<file path="config.mk">
export PLATFORM = sky130hd
export DESIGN_NAME = beat_scheduler_flat
export DESIGN_NICKNAME = d
export VERILOG_FILES = /design/src/rtl/beat_scheduler_pkg.sv /design/src/rtl/beat_scheduler_if.sv /design/src/rtl/beat_scheduler_step_rate_nco.sv /design/src/rtl/beat_scheduler.sv /design/src/flat_wrapper.sv
export SDC_FILE = /design/constraint.sdc
export NUM_CORES = 1
export LEC_CHECK = 0
export ABC_AREA = 1
export CORE_UTILIZATION = 50
export CTS_CLUSTER_DIAMETER = 200
export CTS_CLUSTER_SIZE = 24
export DETAILED_ROUTE_END_ITERATION = 8
export PLACE_DENSITY = 0.73
export SYNTH_ARGS = -nofsm -noshare
export SYNTH_HDL_FRONTEND = slang
export SYNTH_SLANG_ARGS = --single-unit
</file>
<file path="constraint.sdc">
create_clock -name clk -period 8.9 [get_ports clk]
set_input_delay 2.67 -clock clk [delete_from_list [all_inputs] [get_ports clk]]
set_output_delay 2.67 -clock clk [all_outputs]
set_load 0.005 [all_outputs]
</file>
<file path="src/rtl/beat_scheduler_pkg.sv">
// rtl/beat_scheduler_pkg.sv - shared transport encodings and tempo limits for the beat scheduler
//
// Purpose: transport state encoding, tempo bounds and the tempo clamp helper
// shared by the scheduler top and its bench.
package beat_scheduler_pkg;

  typedef enum logic [1:0] {
    ST_STOPPED = 2'd0,
    ST_RUNNING = 2'd1,
    ST_PAUSED  = 2'd2
  } transport_e;

  localparam logic [7:0] BPM_MIN     = 8'd5;
  localparam logic [7:0] BPM_MAX     = 8'd200;
  localparam logic [7:0] BPM_DEFAULT = 8'd120;

  // Tempo requests outside the supported range (including 0) are pulled to the nearest bound.
  function automatic logic [7:0] clamp_bpm(input logic [7:0] b);
    if (b < BPM_MIN) begin
      return BPM_MIN;
    end else if (b > BPM_MAX) begin
      return BPM_MAX;
    end else begin
      return b;
    end
  endfunction

endpackage

</file>
<file path="src/rtl/beat_scheduler_if.sv">
// rtl/beat_scheduler_if.sv - transport control and step strobe bundle of the beat scheduler
//
// Purpose: groups the tempo/transport controls and the step/beat/bar strobes.
// Signals:
//   bpm        requested tempo (sampled at step boundaries and on start)
//   play       1-cycle start / pause / resume toggle
//   stop       1-cycle stop and rewind
//   step_tick  1-cycle strobe on each step advance (and downbeat on start)
//   beat_tick  1-cycle strobe with step_tick on beat-aligned steps
//   bar_tick   1-cycle strobe with step_tick on step 0
//   step_idx   current step 0..STEPS-1
//   running    high while transport is running
//   bpm_active tempo currently in effect
// Modports: master = transport controller side, slave = scheduler side.
interface beat_scheduler_if #(
  parameter int STEPS = 16
);

  localparam int IDX_W = $clog2(STEPS);

  logic [7:0]       bpm;
  logic             play;
  logic             stop;
  logic             step_tick;
  logic             beat_tick;
  logic             bar_tick;
  logic [IDX_W-1:0] step_idx;
  logic             running;
  logic [7:0]       bpm_active;

  modport master (
    output bpm, play, stop,
    input  step_tick, beat_tick, bar_tick, step_idx, running, bpm_active
  );

  modport slave (
    input  bpm, play, stop,
    output step_tick, beat_tick, bar_tick, step_idx, running, bpm_active
  );

endinterface

</file>
<file path="src/rtl/beat_scheduler_step_rate_nco.sv">
// rtl/beat_scheduler_step_rate_nco.sv - phase accumulator producing one wrap per step period
//
// Purpose: accumulates inc every enabled clock; when the sum reaches LIMIT the
// remainder is carried over, so the long-run step rate is exact with no drift.
// Ports:
//   clk, rst  clock, asynchronous active-high reset
//   clr       synchronous clear of the accumulator (stop / fresh start)
//   en        accumulate this clock
//   inc       phase increment per clock (bpm * SUBDIV)
//   wrap      combinational: this enabled clock crosses LIMIT (a step boundary)
module step_rate_nco #(
  parameter longint unsigned LIMIT = 64'd6000,
  parameter int              ACC_W = 13,
  parameter int              INC_W = 10
) (
  input  logic             clk,
  input  logic             rst,
  input  logic             clr,
  input  logic             en,
  input  logic [INC_W-1:0] inc,
  output logic             wrap
);

  localparam logic [ACC_W:0] LIMIT_S = (ACC_W+1)'(LIMIT);

  logic [ACC_W-1:0] acc;
  logic [ACC_W:0]   sum;

  // One extra bit on the sum so acc + inc can never overflow before the compare.
  always_comb begin
    sum = {1'b0, acc} + (ACC_W+1)'(inc);
  end

  assign wrap = en && (sum >= LIMIT_S);

  always_ff @(posedge clk or posedge rst) begin
    if (rst) begin
      acc <= '0;
    end else if (clr) begin
      acc <= '0;
    end else if (en) begin
      if (wrap) begin
        acc <= ACC_W'(sum - LIMIT_S);
      end else begin
        acc <= sum[ACC_W-1:0];
      end
    end
  end

endmodule

</file>
<file path="src/rtl/beat_scheduler.sv">
// rtl/beat_scheduler.sv - transport FSM and step/beat/bar strobe generator for the sequencer
//
// Purpose: converts tempo into sample-accurate step, beat and bar strobes and owns
// the play/pause/stop transport. Tempo changes apply only on step boundaries.
// Ports:
//   clk  system clock
//   rst  asynchronous active-high reset
//   bus  beat_scheduler_if.slave: bpm/play/stop in, strobes/step_idx/running/bpm_active out
module beat_scheduler
  import beat_scheduler_pkg::*;
#(
  parameter int CLK_HZ = 50_000_000,
  parameter int STEPS  = 16,
  parameter int SUBDIV = 4
) (
  input logic                  clk,
  input logic                  rst,
  beat_scheduler_if.slave      bus
);

  localparam longint unsigned LIMIT = 64'(CLK_HZ) * 64'd60;
  localparam longint unsigned MAX_INC = 64'(BPM_MAX) * 64'(SUBDIV);
  localparam int ACC_W = $clog2(LIMIT + MAX_INC);
  localparam int INC_W = $clog2(MAX_INC + 1);
  localparam int IDX_W = $clog2(STEPS);

  generate
    if (MAX_INC >= LIMIT) begin : g_bad_rate
      $error("beat_scheduler: fastest tempo would need more than one step per clock");
    end
    if ((STEPS < 2) || (STEPS > 256) || ((STEPS & (STEPS - 1)) != 0)) begin : g_bad_steps
      $error("beat_scheduler: STEPS must be a power of two in 2..256");
    end
    if ((SUBDIV < 1) || ((STEPS % SUBDIV) != 0)) begin : g_bad_subdiv
      $error("beat_scheduler: STEPS must be a multiple of SUBDIV");
    end
  endgenerate

  transport_e       state;
  logic [IDX_W-1:0] step_idx;
  logic [IDX_W-1:0] idx_next;
  logic [7:0]       bpm_active;
  logic             step_tick;
  logic             beat_tick;
  logic             bar_tick;
  logic             running;

  logic             nco_clr;
  logic             nco_en;
  logic             nco_wrap;
  logic [INC_W-1:0] nco_inc;

  // A play or stop pulse on this edge overrides accumulation, so a pause landing
  // exactly on a boundary leaves the accumulator untouched.
  assign nco_en  = (state == ST_RUNNING) && !bus.play && !bus.stop;
  assign nco_clr = bus.stop || ((state == ST_STOPPED) && bus.play);
  assign nco_inc = INC_W'(64'(bpm_active) * 64'(SUBDIV));

  // Power-of-two STEPS makes the natural wrap of the counter the modulo.
  assign idx_next = step_idx + 1'b1;

  step_rate_nco #(
    .LIMIT (LIMIT),
    .ACC_W (ACC_W),
    .INC_W (INC_W)
  ) u_nco (
    .clk  (clk),
    .rst  (rst),
    .clr  (nco_clr),
    .en   (nco_en),
    .inc  (nco_inc),
    .wrap (nco_wrap)
  );

  always_ff @(posedge clk or posedge rst) begin
    if (rst) begin
      state      <= ST_STOPPED;
      step_idx   <= '0;
      bpm_active <= BPM_DEFAULT;
      step_tick  <= 1'b0;
      beat_tick  <= 1'b0;
      bar_tick   <= 1'b0;
      running    <= 1'b0;
    end else begin
      step_tick <= 1'b0;
      beat_tick <= 1'b0;
      bar_tick  <= 1'b0;
      if (bus.stop) begin
        state    <= ST_STOPPED;
        step_idx <= '0;
        running  <= 1'b0;
      end else begin
        case (state)
          ST_STOPPED: begin
            if (bus.play) begin
              // Start always lands on a downbeat of step 0.
              state      <= ST_RUNNING;
              running    <= 1'b1;
              step_idx   <= '0;
              bpm_active <= clamp_bpm(bus.bpm);
              step_tick  <= 1'b1;
              beat_tick  <= 1'b1;
              bar_tick   <= 1'b1;
            end
          end
          ST_RUNNING: begin
            if (bus.play) begin
              state   <= ST_PAUSED;
              running <= 1'b0;
            end else if (nco_wrap) begin
              step_idx   <= idx_next;
              step_tick  <= 1'b1;
              beat_tick  <= ((int'(idx_next) % SUBDIV) == 0);
              bar_tick   <= (idx_next == '0);
              bpm_active <= clamp_bpm(bus.bpm);
            end
          end
          ST_PAUSED: begin
            if (bus.play) begin
              state   <= ST_RUNNING;
              running <= 1'b1;
            end
          end
          default: begin
            state   <= ST_STOPPED;
            running <= 1'b0;
          end
        endcase
      end
    end
  end

  assign bus.step_tick  = step_tick;
  assign bus.beat_tick  = beat_tick;
  assign bus.bar_tick   = bar_tick;
  assign bus.step_idx   = step_idx;
  assign bus.running    = running;
  assign bus.bpm_active = bpm_active;

endmodule

</file>
<file path="src/flat_wrapper.sv">
// flat-port wrapper written by rule: the top's interface ports become plain ports
module beat_scheduler_flat import beat_scheduler_pkg::*;
#(
  parameter int CLK_HZ = 50_000_000,
  parameter int STEPS  = 16,
  parameter int SUBDIV = 4
)
  (clk, rst, bus_bpm, bus_play, bus_stop, bus_step_tick, bus_beat_tick, bus_bar_tick, bus_step_idx, bus_running, bus_bpm_active);
  beat_scheduler_if #(.STEPS(STEPS)) bus_i ();
  input logic clk;
  input logic rst;
  input wire logic [$bits(bus_i.bpm)-1:0] bus_bpm;
  input wire logic [$bits(bus_i.play)-1:0] bus_play;
  input wire logic [$bits(bus_i.stop)-1:0] bus_stop;
  output wire logic [$bits(bus_i.step_tick)-1:0] bus_step_tick;
  output wire logic [$bits(bus_i.beat_tick)-1:0] bus_beat_tick;
  output wire logic [$bits(bus_i.bar_tick)-1:0] bus_bar_tick;
  output wire logic [$bits(bus_i.step_idx)-1:0] bus_step_idx;
  output wire logic [$bits(bus_i.running)-1:0] bus_running;
  output wire logic [$bits(bus_i.bpm_active)-1:0] bus_bpm_active;
  assign bus_i.bpm = bus_bpm;
  assign bus_i.play = bus_play;
  assign bus_i.stop = bus_stop;
  assign bus_step_tick = bus_i.step_tick;
  assign bus_beat_tick = bus_i.beat_tick;
  assign bus_bar_tick = bus_i.bar_tick;
  assign bus_step_idx = bus_i.step_idx;
  assign bus_running = bus_i.running;
  assign bus_bpm_active = bus_i.bpm_active;
  beat_scheduler #(.CLK_HZ(CLK_HZ), .STEPS(STEPS), .SUBDIV(SUBDIV)) u_core (.clk(clk), .rst(rst), .bus(bus_i));
endmodule
</file>
==> reports/qor.yml <==
status: "finished clean"
ys.flop_type: "dfrtp_1"
async_flop_share: 1.00
tightest_slew_ns: 1.01
cts_resized: 0
routabilityCongestion: 0.992
arrival_ns: 5.10
vias: 5037
nets: 828
place_hpwl_um: 11100
wl_met1_um: 6480
die_h_um: 98.6
cts_buffers: 5
maxSlewViolCount: 0
yosysSeqAreaShare: 0.253
fmax_ghz: 0.204
route.detailed.drc: 0
pre_cts_slack_ns: 3.71
max_stage_delay_ns: 0.71
cp-start-kind: "primary input"
clkSinkCount: 47
end_kind: "register"
syn_area_per_cell_um2: 5.98
grt_usage: 0.298
cp_cell_sequence: "clkdlybuf4s50_1, xor2_1, nand2_1, nor2_2, buf_4, nor2_2, buf_4, a22o_1"
setup_violations: 0
wl_met2_um: 6110
ir_worst_vdd_mv: 0.0891
nFillCells: 867
required_ns: 9.10
synthesis.nets: 804
crit_slowest_cell: "nor2_2"
rows: 34
core_area_um2: 8890
hold_class: "register to register"
wl_per_cell_um: 15.1
post_cts_buffers: 0
firstDrtPassIters: 7
p_leak_nw: 2.56
drive_above_1_share: 0.0981
regToRegSetupSlack_ns: 5.19
critPathTopFamily: "buffers and inverters"
grt_max_degree: 48
ys_warn_count: 0
clock_path_buffers: 2
grt_pass1_vias: 4640
routed_via_density: 5.52
period_needed_ns: 4.89
wirelength_um: 13800
overflow: 0
clock_latency_ns: 0.31
synth_area_um2: 4670
cts_hold_buf: 0
crit_type: "primary input to register"
netlist_instances: 780
met3_length_um: 1050
cts_tree: "built"
clkTransAtPathRegs_ns: 0.09
drt-initial-drc-count: 331
fin_skew_ns: 0.0100
tns_ns: 0
chipWidth_um: 98.6
multi_input_area_um2: 3070
period_share: 0.550
diodes: 0
ys_types: 38
crit_buf_inv: 3
start_util: 0.525
htree_levels: 2
numPortBuffers: 27
num_io_pins: 28
grt_pass1_wl_um: 22700
synth_seq_cells: 47
dr.max_layer_used: "met4"
path_max_fanout: 30
ant_nets: 0
synth_edf_count: 0
power_density_nw_per_um2: 113
rsz0062_at_grt: "false"
die-area_um2: 9720
setup_ws_ns: 4.01
clockRootBuffer: "clkbuf_8"
drv_cap: 0
area_growth_pct: 9.28
hold_viol_final: 0
regArea_um2: 1180
antenna_found_initial: 0
slew_headroom: 0.324
[state kept, by name, indices dropped and copies added, names as in the netlist]
| register | cells |
|---|---|
| u_core.bus.beat_tick | 1 |
| u_core.bus.step_idx | 4 |
| u_core.bus.bar_tick | 1 |
| u_core.bus.step_tick | 1 |
| u_core.bus.bpm_active | 8 |
| u_core.state | 2 |
| u_core.u_nco.acc | 30 |
[cell usage in the layout (no fill, tap or decap), types with 3 or more instances in the layout]
cell	synthesis	layout
nand2_1	304	304
nand3_1	93	93
inv_1	86	85
nor2_1	83	82
dfrtp_1	43	43
clkdlybuf4s50_1	0	27
nand2_2	24	24
nand4_1	18	18
nor2_2	15	16
o21ai_0	15	15
ha_1	11	11
a21oi_1	10	10
nor3_1	8	8
nand3b_1	7	7
nand3_2	6	6
inv_2	4	5
clkbuf_8	0	5
nor2_4	4	4
xor2_1	4	4
nand2_8	4	4
dfstp_2	4	4
nand2_4	3	3
a22o_1	3	3
[worst paths after layout]
kind	startpoint	depth (start not counted)	endpoint
worst max register to register	u_core.bus.bpm_active[5]	21	u_core.bus.bpm_active[1]
max in group asynchronous	rst	2	u_core.u_nco.acc[16]
min in group asynchronous	rst	2	u_core.bus.beat_tick
worst min register to register	u_core.bus.bpm_active[3]	2	u_core.bus.bpm_active[3]
worst max-delay path	bus_play	8	u_core.u_nco.acc[8]
worst min-delay path	u_core.bus.bpm_active[3]	2	u_core.bus.bpm_active[3]
[Yosys cell counts, types with 6 or more instances]
master	n	area share
dfrtp_1	43	0.23
nand3b_1	7	0.011
nand2_1	304	0.24
inv_1	86	0.069
nand4_1	18	0.024
nand3_2	6	0.013
clkbuf_1	7	0.0056
a21oi_1	10	0.011
nor2_2	15	0.020
nand3_1	93	0.10
nor2_1	83	0.067
nand2_2	24	0.032
o21ai_0	15	0.016
nor3_1	8	0.0086
ha_1	11	0.029
[through the flow]
| step | total power [mW] | hold slack [ns] | area [um^2] | utilization | std cells |
|---|---|---|---|---|---|
| CTS | 0.577 | 0.491 | 5100 | 0.574 | 913 |
| finish | 0.575 | 0.489 | 5100 | 0.574 | 913 |
| floorplan | 0.372 | 0.457 | 4670 | - | 780 |
| global placement | 0.434 | 0.471 | 5010 | 0.564 | 905 |
| global route | 0.608 | 0.510 | 5100 | 0.574 | 913 |
| detailed placement | 0.437 | 0.474 | 5010 | 0.564 | 905 |
[kinds of logic after synthesis]
group,count (synthesis),share of synthesized area
compound gates,37,0.0464
xor+xnor,6,0.0113
simple gates,575,0.565
flops,47,0.253
buf+inv,103,0.0901
fa+ha+maj,12,0.0338
[cell type report]
cell class,instances,share of cell area
timing repair buffer,29,0.0559
inverter,91,0.0670
multi-input combinational,630,0.602
clock buffer,6,0.0142
tap,108,0.0265
sequential,47,0.232
clock inverter,2,0.00319
[metal layers]
layer / vias to the layer above / GRT usage
met4: 0 / 0.0643
met5: - / 0
met2: 193 / 0.474
met1: 2305 / 0.435
met3: 18 / 0.0355
li1: 2521 / -
[worst register-to-register path: stages (launching register included)]
cell	delay [ns]
dfstp_2	0.58
ha_1	0.31
nand2_2	0.14
inv_1	0.07
a21oi_1	0.16
nand2_1	0.16
xnor2_1	0.43
inv_1	0.16
ha_1	0.29
nand3_1	0.12
nor2_1	0.05
nand2_1	0.07
nand3_1	0.13
nand2_1	0.12
nand2_2	0.10
nand2_4	0.10
nand2_8	0.18
nand2_8	0.16
nand2_8	0.09
nand2_8	0.13
nand2_2	0.06
nand2_1	0.05
[power by group]
part	leakage (nW)	internal (mW)	switching [mW]
clock network	0.0418	0.0567	0.0838
logic	1.89	0.0686	0.116
registers	0.632	0.234	0.0167
Power figures use the tool's default switching activity.
